--- src/rtl/simon_pkg.sv ---
// Shared types, constants and helpers for the Simon sequence engine.
package simon_pkg;

    typedef enum logic [3:0] {
        IDLE,
        CLEAR,
        ADD,
        PLAY_ON,
        PLAY_OFF,
        WAIT_IN,
        ECHO,
        PAUSE,
        OVER,
        WIN
    } state_t;

    localparam logic [15:0] LFSR_MASK    = 16'hB400;
    localparam logic [15:0] DEFAULT_SEED = 16'hACE1;

    // Bits needed to index n items; never less than one bit.
    function automatic int width_of(input int n);
        return (n > 1) ? $clog2(n) : 1;
    endfunction

endpackage

--- src/rtl/simon_lfsr.sv ---
// 16-bit Galois LFSR (right-shifting) that advances every clock and reloads SEED on reset.
module simon_lfsr
    import simon_pkg::*;
#(
    parameter logic [15:0] SEED = DEFAULT_SEED
) (
    input  logic        clk,
    input  logic        reset,
    output logic [15:0] lfsr
);

    if (SEED == 16'h0000) begin : g_seed_check
        $error("simon_lfsr: SEED must be nonzero");
    end

    // NOTE: registers are written with <= so every flop samples pre-edge values.
    always_ff @(posedge clk) begin
        if (reset) begin
            lfsr <= SEED;
        end else begin
            lfsr <= (lfsr >> 1) ^ (lfsr[0] ? LFSR_MASK : 16'h0000);
        end
    end

endmodule

--- src/rtl/simon_seq_engine.sv ---
// Simon sequence engine: grows, plays back and checks a pseudo-random channel sequence.
// Defining SIMON_TIMEOUT_EN adds a player inactivity timeout in WAIT_IN.
module simon_seq_engine
    import simon_pkg::*;
#(
    parameter int          NUM_CH         = 4,
    parameter int          MAX_LEN        = 32,
    parameter int          TONE_CYCLES    = 25_000_000,
    parameter int          GAP_CYCLES     = 12_500_000,
    parameter int          TIMEOUT_CYCLES = 250_000_000,
    parameter logic [15:0] SEED           = DEFAULT_SEED,
    localparam int         CH_W           = width_of(NUM_CH),
    localparam int         LV_W           = $clog2(MAX_LEN + 1)
) (
    input  logic            clk,
    input  logic            reset,
    input  logic            start,
    input  logic [CH_W-1:0] btn_num,
    input  logic            btn_pulse,
    output logic            simon_turn,
    output logic [CH_W-1:0] cur_num,
    output logic            cur_active,
    output logic [LV_W-1:0] level,
    output logic            game_over,
    output logic            win
);

    localparam int IDX_W  = width_of(MAX_LEN);
    localparam int TG_MAX = (TONE_CYCLES > GAP_CYCLES) ? TONE_CYCLES : GAP_CYCLES;
`ifdef SIMON_TIMEOUT_EN
    localparam int TMR_MAX = (TIMEOUT_CYCLES > TG_MAX) ? TIMEOUT_CYCLES : TG_MAX;
`else
    localparam int TMR_MAX = TG_MAX;
`endif
    localparam int               TMR_W     = width_of(TMR_MAX);
    localparam logic [TMR_W-1:0] TONE_LAST = TMR_W'(TONE_CYCLES - 1);
    localparam logic [TMR_W-1:0] GAP_LAST  = TMR_W'(GAP_CYCLES - 1);
`ifdef SIMON_TIMEOUT_EN
    localparam logic [TMR_W-1:0] TIMEOUT_LAST = TMR_W'(TIMEOUT_CYCLES - 1);
`endif

    if (NUM_CH < 2 || NUM_CH > 16 || MAX_LEN < 1 || TONE_CYCLES < 1 ||
        GAP_CYCLES < 1 || TIMEOUT_CYCLES < 1) begin : g_param_check
        $error("simon_seq_engine: illegal parameter value");
    end

    state_t           state_q, state_d;
    logic [LV_W-1:0]  level_q, level_d;
    logic [IDX_W-1:0] idx_q, idx_d;
    logic [TMR_W-1:0] timer_q, timer_d;
    logic [CH_W-1:0]  mem [MAX_LEN];
    logic [15:0]      lfsr;
    logic [CH_W-1:0]  new_ch;
    logic [CH_W-1:0]  exp_ch;
    logic [LV_W-1:0]  idx_inc;
    logic             btn_ok;

    simon_lfsr #(
        .SEED(SEED)
    ) u_lfsr (
        .clk  (clk),
        .reset(reset),
        .lfsr (lfsr)
    );

    assign new_ch  = CH_W'(lfsr % 16'(NUM_CH));
    assign exp_ch  = mem[idx_q];
    assign idx_inc = LV_W'(idx_q) + LV_W'(1);
    assign btn_ok  = (32'(btn_num) < NUM_CH) && (btn_num == exp_ch);
    assign level   = level_q;

    always_ff @(posedge clk) begin
        if (reset) begin
            state_q <= IDLE;
            level_q <= '0;
            idx_q   <= '0;
            timer_q <= '0;
        end else begin
            state_q <= state_d;
            level_q <= level_d;
            idx_q   <= idx_d;
            timer_q <= timer_d;
        end
    end

    // NOTE: the sequence store is deliberately not reset; only entries below level are read.
    always_ff @(posedge clk) begin
        if (!reset && state_q == ADD) begin
            mem[IDX_W'(level_q)] <= new_ch;
        end
    end

    // Every state change leaves timer_d at its zero default, so each phase counts from 0.
    always_comb begin
        // NOTE: every variable gets a default first so no path can infer a latch.
        state_d = state_q;
        level_d = level_q;
        idx_d   = idx_q;
        timer_d = '0;
        if (start) begin
            state_d = CLEAR;
        end else begin
            unique case (state_q)
                IDLE: ;
                CLEAR: begin
                    level_d = '0;
                    idx_d   = '0;
                    state_d = ADD;
                end
                ADD: begin
                    level_d = level_q + LV_W'(1);
                    idx_d   = '0;
                    state_d = PLAY_ON;
                end
                PLAY_ON: begin
                    if (timer_q == TONE_LAST) state_d = PLAY_OFF;
                    else                      timer_d = timer_q + TMR_W'(1);
                end
                PLAY_OFF: begin
                    if (timer_q == GAP_LAST) begin
                        if (idx_inc == level_q) begin
                            idx_d   = '0;
                            state_d = WAIT_IN;
                        end else begin
                            idx_d   = idx_q + IDX_W'(1);
                            state_d = PLAY_ON;
                        end
                    end else begin
                        timer_d = timer_q + TMR_W'(1);
                    end
                end
                WAIT_IN: begin
                    if (btn_pulse) state_d = btn_ok ? ECHO : OVER;
`ifdef SIMON_TIMEOUT_EN
                    else if (timer_q == TIMEOUT_LAST) state_d = OVER;
                    else timer_d = timer_q + TMR_W'(1);
`endif
                end
                ECHO: begin
                    if (timer_q == TONE_LAST) begin
                        if (idx_inc < level_q) begin
                            idx_d   = idx_q + IDX_W'(1);
                            state_d = WAIT_IN;
                        end else if (level_q == LV_W'(MAX_LEN)) begin
                            state_d = WIN;
                        end else begin
                            state_d = PAUSE;
                        end
                    end else begin
                        timer_d = timer_q + TMR_W'(1);
                    end
                end
                PAUSE: begin
                    if (timer_q == GAP_LAST) state_d = ADD;
                    else                     timer_d = timer_q + TMR_W'(1);
                end
                OVER, WIN: ;
                default: state_d = IDLE;
            endcase
        end
    end

    always_comb begin
        simon_turn = 1'b0;
        cur_active = 1'b0;
        cur_num    = '0;
        game_over  = 1'b0;
        win        = 1'b0;
        case (state_q)
            ADD, PLAY_OFF, PAUSE: simon_turn = 1'b1;
            PLAY_ON: begin
                simon_turn = 1'b1;
                cur_active = 1'b1;
                cur_num    = exp_ch;
            end
            // The accepted press equals mem[idx], so the echo replays the stored channel.
            ECHO: begin
                cur_active = 1'b1;
                cur_num    = exp_ch;
            end
            OVER: begin
                game_over  = 1'b1;
                cur_active = 1'b1;
            end
            WIN: win = 1'b1;
            default: ;
        endcase
    end

endmodule

--- config.mk ---
export PLATFORM = sky130hd
export DESIGN_NAME = simon_seq_engine
export DESIGN_NICKNAME = d
export VERILOG_FILES = /design/src/rtl/simon_pkg.sv /design/src/rtl/simon_lfsr.sv /design/src/rtl/simon_seq_engine.sv
export SDC_FILE = /design/constraint.sdc
export NUM_CORES = 1
export LEC_CHECK = 0
export ABC_CLOCK_PERIOD_IN_PS = 5400
export CAP_MARGIN = 20
export CORE_UTILIZATION = 60
export CTS_CLUSTER_SIZE = 16
export DETAILED_ROUTE_END_ITERATION = 10
export PLACE_DENSITY = 0.78
export SLEW_MARGIN = 20
export SYNTH_ARGS = -nofsm -noshare
export SYNTH_HDL_FRONTEND = slang
export SYNTH_SLANG_ARGS = --single-unit
--- constraint.sdc ---
create_clock -name clk -period 5.4 [get_ports clk]
set_clock_uncertainty 0.05 [all_clocks]
set_input_delay 1.08 -clock clk [delete_from_list [all_inputs] [get_ports clk]]
set_output_delay 1.08 -clock clk [all_outputs]
set_load 0.005 [all_outputs]
==> key figures, run 1 <==
Detailed routing
  – Final WL: 11100 um
  – DR iter-0 viols: 269
  – Vias: 3768
  – Vias per cell: 5.96
  – DRC viols: 0
  – First-pass DRT Iterations: 5
  – Wire per inst: 17.6 um
  – Detail Route Antenna Nets: 0

Clock tree
  – Setup bufs post-CTS: 0
  – CTS tree: done
  – Clk_lat worst skew: 0.51 ns
  – Clock sinks: 125
  – CTS Buf Count: 17
  – CTS Buffer Depth: 2
  – Worst-path clk slew: 0.06 ns
  – CTS Root Buffer Type: clkbuf_8
  – H-tree levels: 4
  – # resized after CTS: 0
  – Hold buffers post-CTS: 0

Floorplan
  – Die area: 0.00958 sq mm
  – Core footprint: 0.00881 sq mm
  – Initial Utilization: 62.6%
  – Die Y: 97.9 um
  – # IOs: 18
  – Core Rows: 34
  – Die Wd: 97.9 um

GRT
  – GR Overflow Total: 0
  – Global-route wire length before repair: 18000 um
  – Largest net degree at the start of global routing: 37
  – GR Layer Usage met2: 41.0%
  – Top Usage Layer GRT: met2
  – Met1 Use GR: 31.2%
  – Total global-route track usage: 24.8%
  – Vias in the first global route: 3667
  – Met3 Track Usage GR: 7.16%
  – Initial antenna violation count: 0

Timing
  – PnR worst setup slack: 0.809 ns
  – Fmax achieved: 218 MHz
  – Worst Max-Slew Pin Slew: 1.03 ns
  – Unrepaired setup endpoints after global routing: false
  – Slew Limit Headroom: 31.1%
  – Setup TNS: 0 ns
  – Final Cycle Share: 85.0%
  – Fin. max-slew vios: 0
  – Setup violators final: 0
  – Hold Vio Cnt, Final: 0
  – Fin crit period: 4.59 ns

Synthesis
  – Post-synthesis mux area share: 7.90%
  – Number of synthesized flops with an enable pin: 64
  – Ys async rst share: 0%
  – Syn Nets: 508
  – Post-Synth Adder-Cell Area: 2.72%
  – Yosys reg bits: 125
  – Synth warn: 0
  – Post-Syn Area: 0.00551 sq mm
  – Commonest register cell after synthesis: edfxtp_1
  – Main combinational cell family by area after synthesis: simple AND/OR/NAND/NOR gates
  – Synth Area in Compound Gates: 5.29%
  – Yosys cell types: 51
  – Share of the synthesized area in the top cell type: 34.9%
  – Cells after synthesis: 490
  – Seq/Total Area, Yosys: 57.0%
  – Simple-Gate Fraction of Synth Area: 19.2%
  – Synth area leader: edfxtp_1
  – Syn avg cell area: 11.3 sq um
  – Synth area leaders: edfxtp_1, dfxtp_1, nor2_1
  – Synth Area in XOR/XNOR: 5.56%

Final layout
  – Reg area: 0.00314 sq mm
  – Fill count: 635
  – Most frequent cells in the layout: nor2_1, edfxtp_1, dfxtp_1
  – Share of layout cells above drive strength 1: 10.1%
  – Synth-to-Final Area Change: 15.0%
  – Post-Layout Cell Count: 632
  – Multi-input logic area: 0.00224 sq mm
  – Diodes inserted: 0
  – Most common cell after layout, fill and taps aside: nor2_1
  – NumNets Final: 529

Worst setup path
  – Crit path required time: 4.27 ns
  – CP cell instances: mux4_2, mux4_2, mux2i_1, nor2_1, clkdlybuf4s50_1
  – Largest stage delay, worst path: 0.88 ns
  – Setup crit end kind: primary output
  – Reg-to-reg startpoint: idx_q[0]
  – Critical Path Most Common Cell: mux4_2
  – Critical path class: flip-flop to primary output
  – CP Launch Type: flip-flop
  – Critical path's slowest cell: dfxtp_1
  – Critical path fanouts, max: 15
  – Crit path DAT: 3.46 ns

Worst hold path
  – Hold/Removal Path Class: flip-flop to flip-flop
  – Worst Hold Launch: u_lfsr.lfsr[12]

Power
  – P_leak: 2.13 nW
  – P per Cell Area: 339 mW/mm^2
  – VDD IR max: 227 uV

Run
  – Max cap viols: 0

Run status
  – Status: finished clean

Placement
  – GP Congestion: 0.875
  – PortBufs: 17
  – Detailed Place HPWL: 7300 um
  – Placed cell count: 600
  – Worst slack, placed: 1.35 ns
==> state kept, by name, indices dropped and copies added (netlist names), named ones only <==
register and flops:
idx_q 5, level 6, mem 64, state_q 4, timer_q 25, u_lfsr.lfsr 16
==> through the flow <==
step / cell area, sq um / power [mW] / hold slack, ns / utilization, %
after floorplan: 5510 / 1.05 / 0.339 / -
after global placement: 5760 / 1.06 / 0.347 / 65.4
after detailed placement: 5760 / 1.07 / 0.345 / 65.4
after CTS: 6340 / 2.16 / 0.364 / 72.0
after global routing: 6340 / 2.21 / 0.377 / 72.0
final: 6340 / 2.15 / 0.363 / 72.0
==> kinds of logic (layout without fill, tap and decap cells) <==
kind of cell / count (synthesis) / after routing
AO/OA/AOI/OAI: 43 / 43
XOR/XNOR: 35 / 35
adder cells (fa/ha/maj): 12 / 12
buffers and inverters: 31 / 65
flip-flops: 125 / 125
multiplexers: 31 / 31
AND/OR/NAND/NOR: 213 / 213
==> Yosys cell counts, types with 5 or more instances <==
master	number
and4_1	5
a21oi_1	5
mux2i_1	21
xnor2_1	14
dfxtp_1	61
o21ai_0	10
nor2b_1	13
edfxtp_1	64
a22oi_1	9
nand2b_1	6
nand3_1	21
inv_1	14
ha_1	12
nor3_1	5
nor4_1	6
and3_1	5
clkbuf_1	11
or2_2	6
nand2_1	28
nor2_1	90
xor2_1	21
nand4_1	8
mux4_2	10
==> worst paths after layout <==
kind	endpoint	slack, ns	cells past startpoint
max	cur_num[1]	0.81	5
min reg2reg	u_lfsr.lfsr[11]	0.36	1
max reg2reg	flip-flop	1.88	10
min	u_lfsr.lfsr[11]	0.36	1
==> cell type report <==
class,count,share of cell area (%)
timing repair buffer,19,2.92
inverter,14,0.829
clock inverter,13,2.21
sequential,125,49.6
multi-input combinational,334,35.3
tap,108,2.13
clock buffer,19,6.99
==> power by group <==
group / internal [mW] / switching (mW) / total [mW]
logic: 0.0153 / 0.0151 / 0.0304
clock network: 0.684 / 0.420 / 1.10
registers: 1.00 / 0.0112 / 1.02
==> routing by layer <==
layer | vias up | routed length [um]
li1 | 1806 | -
met4 | 0 | 175
met1 | 1815 | 4750
met5 | - | 0
met3 | 17 | 682
met2 | 130 | 5540
==> worst max-delay path, delay by kind of cell (launching register included) <==
kind	cells	cell delay (ns)
mux	3	1.53
flops	1	0.88
buf+inv	1	0.46
simple gates	1	0.08
Note: power is estimated with default switching activity, not from simulation.
==> run 2, diff against run 1 <==
Settings changed: CTS_BUF_LIST from default to sky130_fd_sc_hd__clkbuf_4 sky130_fd_sc_hd__clkbuf_8.
==> run 2 against run 1 <==
Die area unchanged. Setup slack improved by 0.13 ns. First-iteration DRC count decreased by 17%. Hold slack improved by 0.0029 ns. Register-to-register slack improved by 0.06 ns. Core utilization decreased by 1.9 points. Count of clock-buffer cells in the layout decreased by 1. Fmax increased by 3.0%. Flip-flop and latch count unchanged. Cell count unchanged. Non-clock buffer count unchanged. Total power decreased by 12%. Critical endpoint unchanged.
==> key figures, run 2 (same netlist as run 1, synthesis figures left out) <==
Run status
  – Status: finished clean

Floorplan
  – Core footprint: 0.00881 sq mm
  – Core Rows: 34
  – Die Wd: 97.9 um
  – Initial Utilization: 62.6%
  – Die Y: 97.9 um
  – # IOs: 18
  – Die area: 0.00958 sq mm

Timing
  – Fmax achieved: 224 MHz
  – Hold Vio Cnt, Final: 0
  – Worst Max-Slew Pin Slew: 1.02 ns
  – Final Cycle Share: 82.6%
  – Fin. max-slew vios: 0
  – Fin crit period: 4.46 ns
  – Setup violators final: 0
  – Setup TNS: 0 ns
  – Unrepaired setup endpoints after global routing: false
  – Slew Limit Headroom: 31.9%

Final layout
  – Most common cell after layout, fill and taps aside: nor2_1
  – NumNets Final: 529
  – Fill count: 660
  – Largest register FFs: 64
  – Biggest register: mem
  – Fin area: 0.00617 sq mm
  – Final core utilization: 70.1%
  – Largest regs: mem (64), timer_q (25), u_lfsr.lfsr (16)
  – Synth-to-Final Area Change: 11.9%
  – Diodes inserted: 0
  – Most frequent cells in the layout: nor2_1, edfxtp_1, dfxtp_1
  – Share of layout cells above drive strength 1: 10.3%

Clock tree
  – CTS Root Buffer Type: clkbuf_8
  – CTS Buf Count: 17
  – CTS Buffer Depth: 2
  – # resized after CTS: 0
  – Hold buffers post-CTS: 0
  – Clock sinks: 125
  – Clk_lat worst skew: 0.43 ns
  – CTS tree: done
  – Worst-path clk slew: 0.07 ns
  – Setup bufs post-CTS: 0
  – H-tree levels: 4

Worst setup path
  – Critical path fanouts, max: 15
  – Worst path bufs/invs: 1
  – CP delay by family, top: multiplexers
  – Crit path required time: 4.27 ns
  – Reg2Reg Depth: 10
  – Reg-to-reg startpoint: idx_q[0]
  – Critical Path Most Common Cell: mux4_2
  – R2r setup slk: 1.94 ns
  – Critical path's slowest cell: dfxtp_1
  – Largest stage delay, worst path: 0.89 ns
  – Setup crit end kind: primary output
  – CP cell instances: mux4_2, mux4_2, mux2i_1, nor2_1, clkdlybuf4s50_1
  – Critical path class: flip-flop to primary output
  – Crit path DAT: 3.33 ns
  – CP Launch Type: flip-flop

GRT
  – Global-route wire length before repair: 17400 um
  – Total global-route track usage: 23.9%
  – Initial antenna violation count: 0
  – GR Overflow Total: 0
  – Vias in the first global route: 3550
  – Largest net degree at the start of global routing: 37

Placement
  – Detailed Place HPWL: 7300 um
  – GP Congestion: 0.875
  – Placed cell areas: 0.00576 sq mm
  – PortBufs: 17

Power
  – VDD IR max: 174 uV
  – P per Cell Area: 306 mW/mm^2
  – P_leak: 2.05 nW
  – Overall Power: 1.89 mW

Worst hold path
  – WHS Path Cells: 1
  – WHS Endpoint: u_lfsr.lfsr[5]
  – Worst Hold Launch: u_lfsr.lfsr[6]
  – Hold/Removal Path Class: flip-flop to flip-flop

Detailed routing
  – Vias: 3652
  – First-pass DRT Iterations: 4
  – DR iter-0 viols: 223
  – Final WL: 10700 um
  – Wire per inst: 17.0 um
  – Vias per cell: 5.78
  – DRC viols: 0
  – Detail Route Antenna Nets: 0

Run
  – Max cap viols: 0
==> run 2: through the flow <==
step	std cells	hold WS [ns]	setup WS [ns]
4_1_cts	632	0.369	0.870
5_1_grt	632	0.384	0.751
6_report	632	0.366	0.942
3_5_place_dp	600	0.345	1.35
3_3_place_gp	600	0.347	1.39
2_1_floorplan	490	0.339	2.11
==> run 2: metal layers <==
metal / vias up / GRT usage (%) / routed length (um)
met3: 11 / 6.37 / 714
met4: 0 / 9.44 / 134
met1: 1726 / 30.7 / 4650
met2: 109 / 38.8 / 5220
met5: - / 0 / 0
li1: 1806 / - / -
==> run 2: area by class of cell <==
cell class | count | area, sq um | share of cell area, %
Sequential cell | 125 | 3140 | 51.0
Multi-Input combinational cell | 334 | 2240 | 36.3
Clock buffer | 18 | 241 | 3.91
Timing Repair Buffer | 19 | 185 | 3.00
Clock inverter | 14 | 170 | 2.76
Tap cell | 108 | 135 | 2.19
Inverter | 14 | 52.6 | 0.852
==> run 2: how the worst max path moves through the flow <==
stage,from,endpoint,cells past startpoint
6_report,flip-flop,cur_num[1],5
4_1_cts,flip-flop,cur_num[1],5
2_1_floorplan,flip-flop,cur_num[1],6
3_5_place_dp,flip-flop,cur_num[1],5
5_1_grt,flip-flop,cur_num[1],5
3_3_place_gp,flip-flop,cur_num[1],5
==> run 2: where the power goes <==
group | total [mW] | switching, mW | internal [mW] | leakage [nW]
registers | 1.01 | 0.0109 | 1.00 | 1.08
logic | 0.0301 | 0.0147 | 0.0153 | 0.766
clock network | 0.843 | 0.382 | 0.462 | 0.200
total | 1.89 | 0.407 | 1.48 | 2.05
==> run 3, diff against run 2 <==
Settings changed: ABC_CLOCK_PERIOD_IN_PS 5400 to 3600, CORE_UTILIZATION 60 to 57.
Clock period 5.4 ns to 3.6 ns, I/O delays scaled along.
==> run 3 against run 2 <==
Global-route usage decreased by 0.32 points. Critical path depth unchanged. Sequential share of layout area decreased by 0.79 points. Highest routed layer unchanged. Via count increased by 3.3%. Die area increased by 5.2%. Core utilization decreased by 2.5 points. Clock power increased by 38%.
==> key figures, run 3 (same netlist as run 1, synthesis figures left out) <==
Detailed routing
  – Final WL: 11100 um
  – Wire per inst: 16.8 um
  – DRC viols: 0
  – Vias per cell: 5.71
  – DR iter-0 viols: 280
  – First-pass DRT Iterations: 5
  – Detail Route Antenna Nets: 0
  – Vias: 3771

Worst setup path
  – Setup crit end kind: primary output
  – R2r setup slk: 0.44 ns
  – Critical path class: flip-flop to primary output
  – Crit path DAT: 2.76 ns
  – CP Launch Type: flip-flop
  – Crit path required time: 2.83 ns
  – Critical path fanouts, max: 12

Worst hold path
  – Hold/Removal Path Class: flip-flop to flip-flop

Timing
  – Fin. max-slew vios: 0
  – Worst Max-Slew Pin Slew: 0.824 ns
  – Hold Vio Cnt, Final: 0
  – Fmax achieved: 283 MHz
  – Slew Limit Headroom: 44.6%
  – Unrepaired setup endpoints after global routing: false
  – Setup TNS: 0 ns
  – Setup violators final: 0
  – Fin crit period: 3.53 ns
  – Final Cycle Share: 98.2%

Run status
  – Status: finished clean

Power
  – Overall Power: 2.73 mW
  – P_leak: 2.09 nW
  – P per Cell Area: 435 mW/mm^2
  – VDD IR max: 288 uV

Floorplan
  – # IOs: 18
  – Core Rows: 35
  – Initial Utilization: 59.4%
  – Die Wd: 100 um
  – Core footprint: 0.00928 sq mm
  – Die Y: 100 um
  – Die area: 0.0101 sq mm

GRT
  – Global-route wire length before repair: 17600 um
  – Largest net degree at the start of global routing: 37
  – GR Overflow Total: 0
  – Total global-route track usage: 23.6%
  – Initial antenna violation count: 0
  – Vias in the first global route: 3630

Clock tree
  – Clk_lat worst skew: 0.42 ns
  – Clock sinks: 125
  – CTS Root Buffer Type: clkbuf_8
  – CTS tree: done
  – CTS Buffer Depth: 2
  – H-tree levels: 4
  – Worst-path clk slew: 0.08 ns
  – CTS Buf Count: 17

Final layout
  – NumNets Final: 536
  – Synth-to-Final Area Change: 13.8%
  – Diodes inserted: 0
  – Most common cell after layout, fill and taps aside: nor2_1
  – Share of layout cells above drive strength 1: 12.2%
  – Most frequent cells in the layout: nor2_1, edfxtp_1, dfxtp_1
  – Largest register FFs: 64
  – Biggest register: mem
  – Largest regs: mem (64), timer_q (25), u_lfsr.lfsr (16)

Placement
  – GP Congestion: 0.906
  – Detailed Place HPWL: 7250 um
  – PortBufs: 17

Run
  – Max cap viols: 0
## run 3: cell types whose count changed in the layout (fill, tap and decap cells not counted), sizes merged
cell      previous run  this run
clkinvlp             3         4
bufinv               3         1
buf                  2         8
clkinv               7         5
clkbuf              18        20
inv                 15        16
bufbuf               0         1
## run 3: final cells by class
cell class                      instances  area (sq um)
Fill cell                             741          3010
Clock inverter                         12           114
Tap cell                              129           161
Timing Repair Buffer                   26           275
Clock buffer                           20           269
Multi-Input combinational cell        334          2250
Sequential cell                       125          3150
Inverter                               14          52.6
## run 3: power breakdown
part	leakage [nW]	internal, mW	total (mW)	switching (mW)
registers	1.09	1.50	1.52	0.0163
clock network	0.185	0.594	1.16	0.565
logic	0.820	0.0231	0.0461	0.0230
total	2.09	2.12	2.73	0.604
## run 3: repair_timing
item / 4_1_cts / 5_1_grt
buffers inserted: 0 / 4
gates resized for setup: 3 / 0
cloned: 1 / 0
endpoints found under the setup margin: 1 / 1
hold buffers: 0 / 0
pin swaps: 0 / 0
## run 3: final timing paths
check | startpoint | end | depth (start not counted)
worst max-delay path | flip-flop | cur_num[1] | 5
worst min-delay path | u_lfsr.lfsr[12] | u_lfsr.lfsr[11] | 1
worst max register to register | idx_q[0] | flip-flop | 10
worst min register to register | u_lfsr.lfsr[12] | u_lfsr.lfsr[11] | 1
## run 3: layer usage
metal / up-vias / track usage, % / wire (um)
met1: 1831 / 30.1 / 4880
li1: 1816 / - / -
met4: 0 / 9.70 / 216
met5: - / 0 / 0
met2: 108 / 39.2 / 5380
met3: 16 / 5.01 / 607
## run 3: metrics by stage
| stage | area, sq um | hold slack (ns) | setup slack [ns] | std cells | utilization, % |
|---|---|---|---|---|---|
| detailed placement | 5810 | 0.349 | 0.297 | 623 | 62.6 |
| CTS | 6240 | 0.362 | 0.0501 | 656 | 67.2 |
| floorplan | 5510 | 0.339 | 0.503 | 490 | - |
| global placement | 5810 | 0.343 | 0.325 | 623 | 62.6 |
| finish | 6270 | 0.357 | 0.0665 | 660 | 67.6 |
| global route | 6270 | 0.379 | 0.00227 | 660 | 67.6 |
## run 3: critical path: stages, from the launching register on
cell,delay [ns]
dfxtp_1,0.65
mux4_2,0.38
mux4_2,0.53
mux2i_4,0.25
nor2_1,0.08
clkdlybuf4s50_1,0.45
